`config.mk`:
```
export PLATFORM = sky130hd
export DESIGN_NAME = dcache_ecc_monitor
export DESIGN_NICKNAME = d
export VERILOG_FILES = /design/src/rtl/dcache_ecc_monitor_pkg.sv /design/src/rtl/dcache_ecc_log_fifo.sv /design/src/rtl/dcache_ecc_monitor.sv
export SDC_FILE = /design/constraint.sdc
export NUM_CORES = 1
export LEC_CHECK = 0
export ABC_CLOCK_PERIOD_IN_PS = 6320
export CAP_MARGIN = 20
export CORE_AREA = 5 5 172 174
export DETAILED_ROUTE_END_ITERATION = 8
export DIE_AREA = 0 0 177 179
export PLACE_DENSITY = 0.8
export SKIP_LAST_GASP = 1
export SYNTH_ARGS = -nofsm -noshare
export SYNTH_HDL_FRONTEND = slang
export SYNTH_SLANG_ARGS = --single-unit
```
`constraint.sdc`:
```
create_clock -name clk_i -period 6.32 [get_ports clk_i]
set_clock_uncertainty 0.1 [all_clocks]
set_input_delay 0.632 -clock clk_i [delete_from_list [all_inputs] [get_ports clk_i]]
set_output_delay 0.632 -clock clk_i [all_outputs]
set_load 0.02 [all_outputs]
```
`src/rtl/dcache_ecc_monitor_pkg.sv`:
```
// dcache_ecc_monitor_pkg: ECC event encoding and log entry type (ts field under DCACHE_ECC_MON_TIMESTAMP_EN)
package dcache_ecc_monitor_pkg;
  localparam int DCACHE_INDEX_WIDTH = 12;
  localparam int ECC_NUM_EVENTS = 6;
  typedef enum logic [2:0] {DATA_SEC, DATA_DED, TAG_SEC, TAG_DED, VD_SEC, VD_DED} ecc_evt_e;
  localparam logic [ECC_NUM_EVENTS-1:0] ECC_UE_MASK = 6'b101010;
  localparam logic [2:0] CNT_DROP = 3'd6;
  localparam logic [2:0] CNT_UE = 3'd7;
  typedef struct packed {
`ifdef DCACHE_ECC_MON_TIMESTAMP_EN
    logic [31:0] ts;
`endif
    logic [DCACHE_INDEX_WIDTH-1:0] addr;
    logic [ECC_NUM_EVENTS-1:0] mask;
  } ecc_log_entry_t;
endpackage

```
`src/rtl/dcache_ecc_log_fifo.sv`:
```
// dcache_ecc_log_fifo: power-of-two FIFO with occupancy count, sync reset and flush
module dcache_ecc_log_fifo #(
  parameter int Depth = 4,
  parameter type entry_t = logic
) (
  input  logic   clk_i,
  input  logic   rst_i,
  input  logic   flush_i,
  input  logic   push_i,
  input  entry_t data_i,
  input  logic   pop_i,
  output entry_t data_o,
  output logic   full_o,
  output logic   empty_o
);
  localparam int PtrW = $clog2(Depth);
  localparam int CntW = $clog2(Depth + 1);
  logic [PtrW-1:0] wptr_q, rptr_q;
  logic [CntW-1:0] count_q;
  logic do_push, do_pop;
  entry_t mem_q [Depth];
  assign full_o = count_q == CntW'(Depth);
  assign empty_o = count_q == '0;
  assign do_pop = pop_i & ~empty_o;
  assign do_push = push_i & (~full_o | do_pop);
  assign data_o = empty_o ? '0 : mem_q[rptr_q];
  always_ff @(posedge clk_i) begin
    if (rst_i | flush_i) begin
      wptr_q <= '0;
      rptr_q <= '0;
      count_q <= '0;
    end else begin
      wptr_q <= wptr_q + PtrW'(do_push);
      rptr_q <= rptr_q + PtrW'(do_pop);
      count_q <= count_q + CntW'(do_push) - CntW'(do_pop);
    end
  end
  always_ff @(posedge clk_i) if (do_push) mem_q[wptr_q] <= data_i;
endmodule

```
`src/rtl/dcache_ecc_monitor.sv`:
```
// dcache_ecc_monitor: saturating ECC event counters, error log FIFO and UE interrupt (DCACHE_ECC_MON_TIMESTAMP_EN adds log_ts_o)
module dcache_ecc_monitor
  import dcache_ecc_monitor_pkg::*;
#(
  parameter int NumEvents = ECC_NUM_EVENTS,
  parameter int CntWidth = 32,
  parameter int AddrWidth = DCACHE_INDEX_WIDTH,
  parameter int LogDepth = 4,
  parameter int UeThreshold = 1
) (
  input  logic                 clk_i,
  input  logic                 rst_i,
  input  logic                 enable_i,
  input  logic [NumEvents-1:0] event_i,
  input  logic [AddrWidth-1:0] err_addr_i,
  input  logic                 clear_i,
  input  logic [2:0]           cnt_sel_i,
  output logic [CntWidth-1:0]  cnt_o,
  output logic                 log_valid_o,
  input  logic                 log_ready_i,
  output logic [AddrWidth-1:0] log_addr_o,
  output logic [NumEvents-1:0] log_mask_o,
  output logic                 log_overflow_o,
`ifdef DCACHE_ECC_MON_TIMESTAMP_EN
  output logic [31:0]          log_ts_o,
`endif
  output logic                 irq_o
);
  logic [CntWidth-1:0] cnt_q [8];
  logic [CntWidth-1:0] cnt_d [8];
  logic [1:0] inc [8];
  logic active, pop, full, empty, drop, ovf_q, irq_q, irq_d;
  ecc_log_entry_t wr_entry, rd_entry;
  assign active = enable_i & |event_i & ~clear_i;
  assign pop = ~empty & log_ready_i;
  assign drop = active & full & ~pop;
  always_comb begin
    for (int i = 0; i < NumEvents; i++) inc[i] = {1'b0, active & event_i[i]};
    inc[CNT_DROP] = {1'b0, drop};
    inc[CNT_UE] = active ? 2'($countones(event_i & ECC_UE_MASK)) : 2'd0;
    for (int i = 0; i < 8; i++)
      cnt_d[i] = (cnt_q[i] > '1 - CntWidth'(inc[i])) ? '1 : cnt_q[i] + CntWidth'(inc[i]);
    irq_d = irq_q | (cnt_d[CNT_UE] >= CntWidth'(UeThreshold));
  end
  always_ff @(posedge clk_i) begin
    if (rst_i | clear_i) begin
      for (int i = 0; i < 8; i++) cnt_q[i] <= '0;
      ovf_q <= 1'b0;
      irq_q <= 1'b0;
    end else begin
      cnt_q <= cnt_d;
      ovf_q <= ovf_q | drop;
      irq_q <= irq_d;
    end
  end
  assign wr_entry.addr = err_addr_i;
  assign wr_entry.mask = event_i;
`ifdef DCACHE_ECC_MON_TIMESTAMP_EN
  logic [31:0] ts_q;
  always_ff @(posedge clk_i) ts_q <= rst_i ? 32'd0 : ts_q + 32'd1;
  assign wr_entry.ts = ts_q;
  assign log_ts_o = rd_entry.ts;
`endif
  dcache_ecc_log_fifo #(.Depth(LogDepth), .entry_t(ecc_log_entry_t)) u_fifo (
    .clk_i   (clk_i),
    .rst_i   (rst_i),
    .flush_i (clear_i),
    .push_i  (active),
    .data_i  (wr_entry),
    .pop_i   (pop),
    .data_o  (rd_entry),
    .full_o  (full),
    .empty_o (empty)
  );
  assign cnt_o = cnt_q[cnt_sel_i];
  assign log_valid_o = ~empty;
  assign log_addr_o = rd_entry.addr;
  assign log_mask_o = rd_entry.mask;
  assign log_overflow_o = ovf_q;
  assign irq_o = irq_q;
endmodule
```
==> results of run 1 <==
power by group through the flow:
| stage | Sequential [mW] | Clock (mW) | Combinational (mW) |
|---|---|---|---|
| final | 2.21 | 2.06 | 0.213 |
| after global routing | 2.21 | 2.17 | 0.229 |
| after CTS | 2.21 | 2.07 | 0.214 |
| after detailed placement | 2.26 | 0 | 0.213 |
| after global placement | 2.26 | 0 | 0.208 |
| after floorplan | 2.26 | 0 | 0.135 |
synthesized netlist by cell type, types with 4 or more instances:
| cell | n |
|---|---|
| sky130_fd_sc_hd__dfxtp_1 | 265 |
| sky130_fd_sc_hd__a21oi_1 | 252 |
| sky130_fd_sc_hd__xor2_1 | 131 |
| sky130_fd_sc_hd__nand3_1 | 106 |
| sky130_fd_sc_hd__xnor2_1 | 104 |
| sky130_fd_sc_hd__nand2_1 | 101 |
| sky130_fd_sc_hd__nor2_1 | 94 |
| sky130_fd_sc_hd__clkbuf_1 | 83 |
| sky130_fd_sc_hd__mux4_2 | 81 |
| sky130_fd_sc_hd__edfxtp_1 | 72 |
| sky130_fd_sc_hd__nand4_1 | 64 |
| sky130_fd_sc_hd__inv_1 | 63 |
| sky130_fd_sc_hd__and3_1 | 37 |
| sky130_fd_sc_hd__mux2_2 | 32 |
| sky130_fd_sc_hd__nor3_1 | 30 |
| sky130_fd_sc_hd__ha_1 | 28 |
| sky130_fd_sc_hd__nor2b_1 | 22 |
| sky130_fd_sc_hd__a31oi_1 | 13 |
| sky130_fd_sc_hd__and2_1 | 13 |
| sky130_fd_sc_hd__and4_1 | 13 |
| sky130_fd_sc_hd__buf_1 | 12 |
| sky130_fd_sc_hd__nor4_1 | 12 |
| sky130_fd_sc_hd__or4_1 | 9 |
| sky130_fd_sc_hd__or2_2 | 7 |
| sky130_fd_sc_hd__o21a_1 | 5 |
| sky130_fd_sc_hd__buf_2 | 4 |
| sky130_fd_sc_hd__buf_6 | 4 |
| sky130_fd_sc_hd__nor4bb_1 | 4 |
worst reg2reg max path: cells and delay by family, from the launching register on:
| family | cells | cell delay (ns) |
|---|---|---|
| AND/OR/NAND/NOR | 7 | 2.58 |
| adder cells (fa/ha/maj) | 2 | 0.47 |
| flip-flops | 1 | 0.36 |
| XOR/XNOR | 1 | 0.13 |
| AO/OA/AOI/OAI | 1 | 0.08 |
cells by family (layout without fill, tap and decap cells):
kind of cell	count (synthesis)	after routing
AND/OR/NAND/NOR	545	545
buffers and inverters	166	222
XOR/XNOR	235	235
AO/OA/AOI/OAI	288	288
flip-flops	337	337
adder cells (fa/ha/maj)	31	31
multiplexers	115	115
flip-flops by register name, summed over array words and instances (netlist names):
name	flops
u_fifo.count_q	3
u_fifo.wptr_q	2
u_fifo.rptr_q	2
cnt_q	256
u_fifo.mem_q	72
irq_o	1
log_overflow_o	1
layer usage:
| layer | global-route usage [%] | wire length [um] | up-vias |
|---|---|---|---|
| met5 | 0 | 0 | - |
| met4 | 10.9 | 1780 | 0 |
| met3 | 6.22 | 4420 | 122 |
| met2 | 44.0 | 20000 | 671 |
| met1 | 38.2 | 18700 | 6548 |
| li1 | - | - | 6253 |
stage by stage:
step	hold WS, ns	cells	power [mW]	util, %
3_3_place_gp	0.393	2085	2.47	65.9
6_report	0.413	2151	4.48	70.2
5_1_grt	0.451	2151	4.62	70.2
4_1_cts	0.413	2150	4.50	70.1
3_5_place_dp	0.387	2086	2.47	66.0
2_1_floorplan	0.391	1717	2.39	-
path summary, 6_finish.rpt:
check | startpoint | endpoint | cells past startpoint
worst min register to register | log_overflow_o$_SDFF_PP0_ | log_overflow_o$_SDFF_PP0_ | 2
worst min-delay path | log_overflow_o$_SDFF_PP0_ | log_overflow_o$_SDFF_PP0_ | 2
worst max-delay path | enable_i | irq_o$_SDFF_PP0_ | 15
worst max register to register | u_fifo.count_q[1]$_SDFF_PP0_ | cnt_q[62]$_SDFF_PP0_ | 11
area by class of cell:
type | instances | area [um^2]
multi-input cells | 1214 | 9140
clock inverters | 16 | 140
inverters | 63 | 236
repair buffers | 95 | 953
flip-flops and latches | 337 | 7470
fillers | 2034 | 8230
clock buffers | 48 | 987
well taps | 378 | 473
==> impl_metrics.csv, run 1 <==
group,metric,value,unit
clock_tree,ctsResizeCount,0,
setup_path,critical_path.max_stage_delay,0.64,ns
logic_synthesis,synth_compound_area_share,8.86,%
setup_path,critical_path.max_fanout,7,
power_and_ir_drop,power_switching,1.00,mW
setup_path,worstPathRequired,6.56,ns
floorplanning,floorplan.initialDensity,62.4,%
power_and_ir_drop,p_sw_share,22.3,%
clock_tree,worst_skew_pair.late_latency,0.53,ns
clock_tree,cts_max_path_buffers,3,
logic_synthesis,synth_top_cell_by_area,"sky130_fd_sc_hd__dfxtp_1",
logic_synthesis,asyncSetResetFlopFracSynth,0,%
timing,rsz0062_at_grt,"false",
logic_synthesis,yosys.area.top_type_share,30.8,%
setup_path,r2r_setup_slack,2.43,ns
setup_path,timing.critical_path.buf_inv,3,
finish,layout_common_cells,"265 x sky130_fd_sc_hd__dfxtp_1, 252 x sky130_fd_sc_hd__a21oi_1, 131 x sky130_fd_sc_hd__xor2_1",
routing,detail-route-antenna-nets,0,
routing,post-route-drc-count,0,
logic_synthesis,syn_area,17300,um^2
finish,finalInstanceArea,19400,um^2
routing,detail_route.first_pass.iterations,5,
setup_path,worstSetupEndpointType,"register",
logic_synthesis,post_synth_mux_area_share,12.9,%
finish,insertedDiodeCount,0,
timing,max_slew_margin,24.4,%
timing,clock.fmax,227,MHz
timing,setup_viol_count_final,0,
logic_synthesis,synthSimpleGateAreaFrac,16.8,%
power_and_ir_drop,cellInternalPower,3.48,mW
logic_synthesis,synth_seq_area_share,43.3,%
power_and_ir_drop,portion_of_total_power_attributed_to_sequential_cells,49.4,%
clock_tree,htree_num_levels,2,
worst_hold_path,timing.hold.worst.class,"register to register",
timing,worst_slew_pin_slew,1.13,ns
power_and_ir_drop,p_comb_share,4.8,%
setup_path,timing.critical_path.max_delay_family,"simple AND/OR/NAND/NOR gates",
routing,routed-via-count,13600,
logic_synthesis,synth-xor-area-share,11.9,%
finish,final_common_cell,"sky130_fd_sc_hd__dfxtp_1",
logic_synthesis,post_synth_main_area_contributors,"sky130_fd_sc_hd__dfxtp_1 31%, sky130_fd_sc_hd__edfxtp_1 13%, sky130_fd_sc_hd__mux4_2 11%",
logic_synthesis,post_synth_num_cell_types,60,
logic_synthesis,synth_fp_nets,1774,
clock_tree,cts.sink_count,337,
global_routing,grt_pass1_wl,70600,um
setup_path,crit_type,"input pin to register",
clock_tree,post-cts-setup-buffers,0,
timing,timing.final.max_slew_violations,0,
floorplanning,die_area,31700,um^2
setup_path,crit_chain,"clkdlybuf4s50_1, nor2b_1, o31ai_1, or2_2, inv_1, ha_1, inv_1, fa_1, nand3b_1, nor4_1, nand2_1, xor2_1, nand4_1, nor4_1, a31oi_1",
job,max-cap-violations,0,
timing,report.final.hold_viol_count,0,
floorplanning,top_level_ports,79,
place,detailedPlace.worstSlack,1.43,ns
logic_synthesis,area_share_of_fa_ha_maj_cells_after_synthesis,2.38,%
global_routing,grt_usage,28.0,%
power_and_ir_drop,p_leak,6.30,nW
floorplanning,fp.dieH,179,um
clock_tree,clkTransAtPathRegs,0.06,ns
finish,fin_nets,1804,
logic_synthesis,ys_warnings,0,
global_routing,grt_pass1_vias,13100,
clock_tree,hold_buffers,0,
timing,setup_slack,1.92,ns
floorplanning,num_rows,61,
timing,layout_worst_path_cycle_share,69.6,%
logic_synthesis,synth_top_family_by_area,"simple AND/OR/NAND/NOR gates",
global_routing,number_of_antenna_violations_at_the_first_check_in_global_routing,0,
outcome,outcome,"finished, final reports clean",
power_and_ir_drop,clock_power_share,45.9,%
logic_synthesis,synth_ff_type,"sky130_fd_sc_hd__dfxtp_1",
power_and_ir_drop,power_per_cell_area,231,nW/um^2
setup_path,cell_with_the_largest_stage_delay_on_the_worst_path,"sky130_fd_sc_hd__nor4_1",
floorplanning,design.core.area,27600,um^2
timing,totalNegativeSetupSlack,0,ns
routing,viasPerCell,6.32,
power_and_ir_drop,ir_worst_vdd,0.192,mV
finish,area_delta_synth_final,12.4,%
global_routing,maximum_number_of_pins_on_one_net_before_global_route_repair,164,
setup_path,critPathLaunchType,"input pin",
logic_synthesis,synthCells,1717,
routing,detail_route.wirelength,44900,um
global_routing,grt-ovfl-total,0,
clock_tree,cts-buffers-inserted,36,
logic_synthesis,avgSynthCellArea,10.0,um^2
place,placed_cell_area,18200,um^2
floorplanning,die_width,177,um
logic_synthesis,synth_enable_flop_cells,72,
logic_synthesis,synth_seq_cells,337,
finish,drive_above_1_share,11.9,%
routing,first_iter_violations,1345,
timing,layout_min_cycle_time,4.40,ns
clock_tree,clock_tree_from_tritoncts,"yes",
place,routabilityCongestion,0.924,
routing,detail_route.wl_per_cell,20.9,um
clock_tree,ctsRootBufferMaster,"sky130_fd_sc_hd__clkbuf_16",
place,dpl.hpwl,31300,um
place,place.port_buffers,78,
setup_path,cp_data_arrival_time,4.64,ns
(Power assumes the default switching activity.)
==> inputs of run 2 (changes only) <==
--- a/config.mk
+++ b/config.mk
@@ -5,12 +5,12 @@
 export SDC_FILE = /design/constraint.sdc
 export NUM_CORES = 1
 export LEC_CHECK = 0
-export ABC_CLOCK_PERIOD_IN_PS = 6320
+export ABC_CLOCK_PERIOD_IN_PS = 4310
 export CAP_MARGIN = 20
-export CORE_AREA = 5 5 172 174
+export CORE_AREA = 5 5 175 177
 export DETAILED_ROUTE_END_ITERATION = 8
-export DIE_AREA = 0 0 177 179
-export PLACE_DENSITY = 0.8
+export DIE_AREA = 0 0 180 182
+export PLACE_DENSITY = 0.77
 export SKIP_LAST_GASP = 1
 export SYNTH_ARGS = -nofsm -noshare
 export SYNTH_HDL_FRONTEND = slang
==> constraint.sdc (replaced) <==
create_clock -name clk_i -period 4.31 [get_ports clk_i]
set_clock_uncertainty 0.1 [all_clocks]
set_input_delay 0.431 -clock clk_i [delete_from_list [all_inputs] [get_ports clk_i]]
set_output_delay 0.431 -clock clk_i [all_outputs]
set_load 0.02 [all_outputs]
==> run 2 against run 1 <==
Register-to-register slack lost 1.6 ns. Wire length is essentially flat. Critical path depth is the same. Via count grew 1.1%. Final area grew 1.7%. Flip-flop and latch count is the same. Hold slack lost 0.0021 ns. Critical endpoint unchanged.
==> impl_metrics.csv, run 2 (synthesis results as in run 1) <==
group,metric,value,unit
setup_path,worstPathRequired,4.55,ns
power_and_ir_drop,ir_worst_vdd,0.308,mV
clock_tree,htree_num_levels,2,
floorplanning,floorplan.initialDensity,59.3,%
place,dpl.hpwl,31700,um
clock_tree,clock_tree_from_tritoncts,"yes",
routing,post-route-drc-count,0,
routing,detail-route-antenna-nets,0,
clock_tree,clkTransAtPathRegs,0.06,ns
setup_path,rr_startpoint,"u_fifo.count_q[1]$_SDFF_PP0_",
setup_path,cp_data_arrival_time,4.14,ns
clock_tree,ctsResizeCount,0,
clock_tree,worst_skew_pair.late_latency,0.51,ns
finish,largest_register_ff_count,256,
global_routing,maximum_number_of_pins_on_one_net_before_global_route_repair,256,
global_routing,grt-ovfl-total,0,
finish,area_delta_synth_final,14.3,%
place,placed_cells_incl_taps,2131,
worst_hold_path,min_from,"log_overflow_o$_SDFF_PP0_",
routing,detail_route.wirelength,44900,um
power_and_ir_drop,power_per_cell_area,341,nW/um^2
place,routabilityCongestion,0.913,
global_routing,grt_usage,26.7,%
timing,clock.fmax,257,MHz
outcome,outcome,"finished, final reports clean",
finish,layout_common_cells,"265 x sky130_fd_sc_hd__dfxtp_1, 252 x sky130_fd_sc_hd__a21oi_1, 131 x sky130_fd_sc_hd__xor2_1",
setup_path,rr_endpoint,"cnt_q[62]$_SDFF_PP0_",
floorplanning,die_width,180,um
clock_tree,post-cts-setup-buffers,0,
clock_tree,cts.sink_count,337,
setup_path,critical_path.max_fanout,7,
power_and_ir_drop,portion_of_total_power_attributed_to_sequential_cells,48.3,%
finish,drive_above_1_share,13.8,%
routing,routed-via-count,13700,
clock_tree,cts_max_path_buffers,3,
worst_hold_path,timing.hold.worst.class,"register to register",
job,max-cap-violations,0,
finish,post_layout_util,67.8,%
routing,first_iter_violations,1299,
timing,holdWs,0.411,ns
worst_hold_path,hold_path_end,"log_overflow_o$_SDFF_PP0_",
timing,setup_viol_count_final,0,
worst_hold_path,worst_hold_path.num_cells,2,
floorplanning,design.core.area,29100,um^2
power_and_ir_drop,p_sw_share,21.2,%
timing,report.final.hold_viol_count,0,
floorplanning,fp.dieH,182,um
timing,max_slew_margin,23.5,%
routing,detail_route.wl_per_cell,20.5,um
global_routing,number_of_antenna_violations_at_the_first_check_in_global_routing,0,
finish,insertedDiodeCount,0,
power_and_ir_drop,fin_total_pwr,6.72,mW
setup_path,critPathLaunchType,"input pin",
finish,regs_by_ff_count,"cnt_q (256), u_fifo.mem_q (72), u_fifo.count_q (3)",
setup_path,worstSetupEndpointType,"register",
finish,final_common_cell,"sky130_fd_sc_hd__dfxtp_1",
clock_tree,hold_buffers,0,
global_routing,grt_pass1_wl,71300,um
timing,rsz0062_at_grt,"false",
power_and_ir_drop,cellInternalPower,5.29,mW
finish,fin_nets,1836,
finish,finish.cell_count_without_fillers,2193,
place,place.port_buffers,78,
power_and_ir_drop,p_comb_share,4.8,%
finish,regMostFlops,"cnt_q",
power_and_ir_drop,p_leak,6.50,nW
floorplanning,die_area,32800,um^2
timing,layout_worst_path_cycle_share,90.3,%
timing,worst_slew_pin_slew,1.15,ns
finish,finalInstanceArea,19700,um^2
power_and_ir_drop,clock_power_share,46.9,%
floorplanning,top_level_ports,79,
floorplanning,num_rows,63,
global_routing,grt_pass1_vias,13300,
place,placed_cell_area,18500,um^2
routing,viasPerCell,6.26,
finish,filler_cell_count,2175,
clock_tree,ctsRootBufferMaster,"sky130_fd_sc_hd__clkbuf_16",
setup_path,r2r_setup_slack,0.82,ns
setup_path,crit_type,"input pin to register",
timing,timing.final.max_slew_violations,0,
power_and_ir_drop,power_switching,1.42,mW
timing,layout_min_cycle_time,3.89,ns
clock_tree,cts-buffers-inserted,36,
setup_path,path_depth_of_the_worst_reg2reg_path,12,
routing,detail_route.first_pass.iterations,5,
-- run 2: cell count changes in the layout (fill, tap and decap cells not counted), sizes merged --
cell	before	now
buf	19	51
bufinv	2	3
clkbuf	48	52
clkinv	10	6
clkinvlp	1	0
inv	66	64
-- run 2: per-stage QoR --
stage	worst slack [ns]	TNS, ns
6_report	0.418	0
5_1_grt	0.156	0
4_1_cts	0.477	0
3_5_place_dp	-0.0308	-0.0308
3_3_place_gp	0.104	0
2_1_floorplan	0.704	0
-- run 2: routing by layer --
| layer | track usage [%] | share of wire (%) |
|---|---|---|
| met1 | 36.8 | 42 |
| met2 | 43.4 | 47 |
| met3 | 4.47 | 8.5 |
| met4 | 8.38 | 3.1 |
| met5 | 0 | 0 |
-- run 2: how the worst max path moves through the flow --
stage / start / slack (ns) / end / cells past startpoint
after global placement: event_i[1] / 0.10 / irq_o$_SDFF_PP0_ / 15
after floorplan: enable_i / 0.70 / irq_o$_SDFF_PP0_ / 14
final: event_i[1] / 0.42 / irq_o$_SDFF_PP0_ / 15
after global routing: event_i[1] / 0.16 / irq_o$_SDFF_PP0_ / 12
after detailed placement: event_i[1] / -0.03 / irq_o$_SDFF_PP0_ / 15
after CTS: event_i[1] / 0.48 / irq_o$_SDFF_PP0_ / 15
-- run 2: final cells by class --
class / count / area [um^2] / share of cell area (%)
multi-input combinational: 1214 / 9140 / 46.3
clock inverter: 10 / 126 / 0.641
timing repair buffer: 127 / 1180 / 5.98
tap: 390 / 488 / 2.47
clock buffer: 52 / 1080 / 5.49
inverter: 63 / 236 / 1.20
sequential: 337 / 7470 / 37.9
-- run 2: power by group through the flow --
stage                     Sequential, mW  Combinational (mW)  Clock [mW]
after detailed placement            3.32               0.320           0
after global routing                3.25               0.341        3.33
after global placement              3.32               0.313           0
after floorplan                     3.31               0.198           0
after CTS                           3.25               0.321        3.19
final                               3.25               0.320        3.15
-- run 2: critical path: stages --
cell and delay [ns]:
sky130_fd_sc_hd__clkdlybuf4s50_1 0.61, sky130_fd_sc_hd__inv_1 0.10, sky130_fd_sc_hd__fa_1 0.49, sky130_fd_sc_hd__or2_2 0.34
sky130_fd_sc_hd__inv_1 0.07, sky130_fd_sc_hd__ha_1 0.17, sky130_fd_sc_hd__inv_1 0.06, sky130_fd_sc_hd__fa_1 0.41
sky130_fd_sc_hd__nand3b_1 0.24, sky130_fd_sc_hd__nor4_1 0.42, sky130_fd_sc_hd__nand2_1 0.12, sky130_fd_sc_hd__xor2_1 0.19
sky130_fd_sc_hd__nand4_1 0.15, sky130_fd_sc_hd__nor4_1 0.25, sky130_fd_sc_hd__a31oi_1 0.10
==> inputs of run 3 (changes only) <==
--- a/config.mk
+++ b/config.mk
@@ -8,6 +8,7 @@
 export ABC_CLOCK_PERIOD_IN_PS = 4310
 export CAP_MARGIN = 20
 export CORE_AREA = 5 5 175 177
+export CTS_CLUSTER_DIAMETER = 100
 export DETAILED_ROUTE_END_ITERATION = 8
 export DIE_AREA = 0 0 180 182
 export PLACE_DENSITY = 0.77
==> results of run 3 <==
Final layout, timing and power as in run 2 (identical DEF).
